[config.mk]
export PLATFORM = sky130hd
export DESIGN_NAME = gate_tt_cmp
export DESIGN_NICKNAME = d
export VERILOG_FILES = /design/src/rtl/gate_tt_pkg.sv /design/src/rtl/gate_tt_cmp.sv
export SDC_FILE = /design/constraint.sdc
export NUM_CORES = 1
export LEC_CHECK = 0
export CORE_AREA = 4 4 41 43
export DETAILED_ROUTE_END_ITERATION = 12
export DIE_AREA = 0 0 45 47
export MAX_ROUTING_LAYER = met4
export PLACE_DENSITY_LB_ADDON = 0.15
export SYNTH_ARGS = -nofsm -noshare
export SYNTH_HDL_FRONTEND = slang
export SYNTH_SLANG_ARGS = --single-unit
[constraint.sdc]
create_clock -name vclk -period 0.8
set_input_delay 0.16 -clock vclk [all_inputs]
set_output_delay 0.16 -clock vclk [all_outputs]
set_load 0.005 [all_outputs]
[src/rtl/gate_tt_pkg.sv]
// Shared types and constants for the gate truth-table checker.
package gate_tt_pkg;

   // Sweep controller states.
   typedef enum logic [1:0] {
      StIdle   = 2'd0,
      StApply  = 2'd1,
      StFinish = 2'd2
   } tt_state_e;

   // Reference truth tables for 2-input gates; bit i is the output for input vector i.
   localparam logic [3:0] TT_AND  = 4'b1000;
   localparam logic [3:0] TT_NAND = 4'b0111;
   localparam logic [3:0] TT_OR   = 4'b1110;
   localparam logic [3:0] TT_NOR  = 4'b0001;
   localparam logic [3:0] TT_XOR  = 4'b0110;
   localparam logic [3:0] TT_XNOR = 4'b1001;

   // Width of the settle counter, which must be able to hold SETTLE_CYC.
   function automatic int unsigned tt_cnt_width(input int unsigned settle_cyc);
      return (settle_cyc < 1) ? 1 : $clog2(settle_cyc + 1);
   endfunction

endpackage

[src/rtl/gate_tt_cmp.sv]
// Combinational truth-table comparator: equality flag plus lowest mismatching vector index.
module gate_tt_cmp
   import gate_tt_pkg::*;
#(
   parameter int unsigned N_IN = 2
) (
   input  logic [(1 << N_IN)-1:0] captured_i,
   input  logic [(1 << N_IN)-1:0] expected_i,
   output logic                   equal_o,
   output logic [N_IN-1:0]        mis_idx_o
);

   localparam int NV = 1 << N_IN;

   logic [NV-1:0] diff;

   // Priority encode the mismatch vector; scanning downwards leaves the lowest index last.
   always_comb begin
      diff      = captured_i ^ expected_i;
      equal_o   = (diff == '0);
      mis_idx_o = '0;
      for (int i = NV - 1; i >= 0; i--) begin
         if (diff[i]) begin
            mis_idx_o = i[N_IN-1:0];
         end
      end
   end

endmodule

==> reports/results.ini, run 1 <==
[outcome]
status = finished, violations left
violations = negative setup slack

[global_route]
antenna_found_initial = 0
grt_pass1_wl_um = 496
grt_overflow = 0
grt_start_max_net_pins = 3
grt_pass1_vias = 130
grt_use_total = 0.0301

[power]
ir_drop_uv = 242
leakagePower_nw = 0.134
power_density_mw_per_mm2 = 648
total_power_mw = 0.167

[synth]
yosysTopAreaCell = xor2_1
syn_area_um2 = 76.3
synth.distinct_cells = 8
ys_seq_area_frac = 0
syn_avg_cell_area_um2 = 6.94
synth_top_area_share = 0.344
post-synth-top-count-cell = xor2_1
syn_inst = 11
synth_commonest_cells = 3 x xor2_1, 2 x inv_1
ys_warn_count = 0
synthTopCellsByArea = xor2_1 34%, nor3_2 13%, a21oi_2 11%, xnor2_1 11%, inv_1 9.8%
synth_nets = 19

[placed_design]
place_congestion = 0.576
dp_cells = 39
port_buffers = 11

[cells_and_area]
layout.cells.non_filler = 44
area_growth_pct = 238
drive_gt1_frac = 0.793
nets = 39
regArea_um2 = 0
fin_util = 0.198
n_clock_buffer = 0
antenna_cells = 0
seq_cell_count = 0

[sta]
relSlewSlack = 0.901
fin_crit_sh = 1.48
tightest_slew_ps = 147
setup_viol = 3
slew_viol_final = 0
tns_ps = -858
fin_ws_ps = -388
rsz0062_at_grt = yes
finalHoldViolCount = 0
max_freq_ghz = 0.842
finalCriticalPeriod_ps = 1190

[setup_path]
start_kind = input port
end_kind = primary output
cp.required_ps = 640
path_class = input port to primary output
worst_ep_arrival_time_ps = 1030
critPathMaxFanout = 2

[floorplanning]
die_area_mm2 = 0.00212
dieHeight_um = 47
num_rows = 13
fp.dieW_um = 45
start_util = 0.0587
coreArea_mm2 = 0.00130
io_pins = 11

[drt]
drtPass1Iterations = 1
routed_wl_um = 271
post_drt_wl_per_cell_um = 6.16
vias = 121
drc = 0
via_per_inst = 2.75
postRouteAntennaNets = 0
drt_iter0_markers = 0

[flow_run]
drv_cap = 0

[min_path]
min_path_type = input port to primary output

-- per-stage QoR --
| stage | hold WS [ps] | instance area, µm² | setup slack, ps |
|---|---|---|---|
| after floorplan | 487 | 76.3 | -42.0 |
| after global placement | 1410 | 220 | -996 |
| after detailed placement | 1380 | 220 | -1010 |
| after CTS | 669 | 215 | -447 |
| after global routing | 765 | 258 | -422 |
| final | 714 | 258 | -388 |
-- critical path, cell delays in order --
cell and delay [ps]:
buf_8 100, xor2_2 160, or2_1 260, buf_4 140
a21oi_2 90, buf_2 120
-- logic make-up after synthesis --
group           after synthesis  share of synthesized area
buf+inv                       2                     0.0984
xor+xnor                      4                      0.459
compound gates                2                      0.180
simple gates                  3                      0.262
-- cell usage in the layout (no fill, tap or decap) --
| cell | synthesis | layout |
|---|---|---|
| buf_4 | 0 | 6 |
| a21oi_1 | 1 | 1 |
| xor2_2 | 0 | 2 |
| inv_1 | 2 | 2 |
| xor2_1 | 3 | 1 |
| a21oi_2 | 1 | 1 |
| buf_2 | 0 | 7 |
| nor3_2 | 1 | 1 |
| nor2_1 | 1 | 1 |
| buf_6 | 0 | 4 |
| buf_8 | 0 | 1 |
| or2_1 | 1 | 1 |
| xnor2_2 | 0 | 1 |
-- layer usage --
| layer | up-vias | part of all wire | track usage | wire length, µm |
|---|---|---|---|---|
| met4 | 0 | 0 | 0 | 0 |
| met2 | 11 | 0.32 | 0.0452 | 86 |
| met5 | - | 0 | - | 0 |
| met3 | 0 | 0.20 | 0 | 55 |
| met1 | 41 | 0.48 | 0.0475 | 129 |
| li1 | 69 | - | - | - |
-- layout make-up --
type	instances	area, µm²
Multi-Input combinational cell	9	91.3
Fill cell	149	1040
Timing Repair Buffer	18	140
Tap cell	15	18.8
Inverter	2	7.51
-- final timing paths --
kind                 startpoint            to  slack (ps)  depth (start not counted)
setup / recovery  expected_i[0]  mis_idx_o[1]        -390                          6
hold / removal    captured_i[1]  mis_idx_o[0]         710                          5
-- repair_timing --
item	in CTS	in global routing
pin swaps	9	5
endpoints found under the hold margin	0	0
buffers inserted	3	2
endpoints found under the setup margin	3	3
hold buffers	0	0
resized for setup	45	5
-- power by group --
| group | leakage [nW] | switching [mW] | internal, mW | total (mW) |
|---|---|---|---|---|
| Combinational | 0.134 | 0.0584 | 0.109 | 0.167 |
| Sequential | 0 | 0 | 0 | 0 |
| Clock | 0 | 0 | 0 | 0 |
Note: power is estimated with default switching activity, not from simulation.
==> run 2, diff against run 1 <==
Settings changed: ABC_AREA set to 0.
==> results of run 2 <==
Final layout, timing and power as in run 1 (identical DEF).
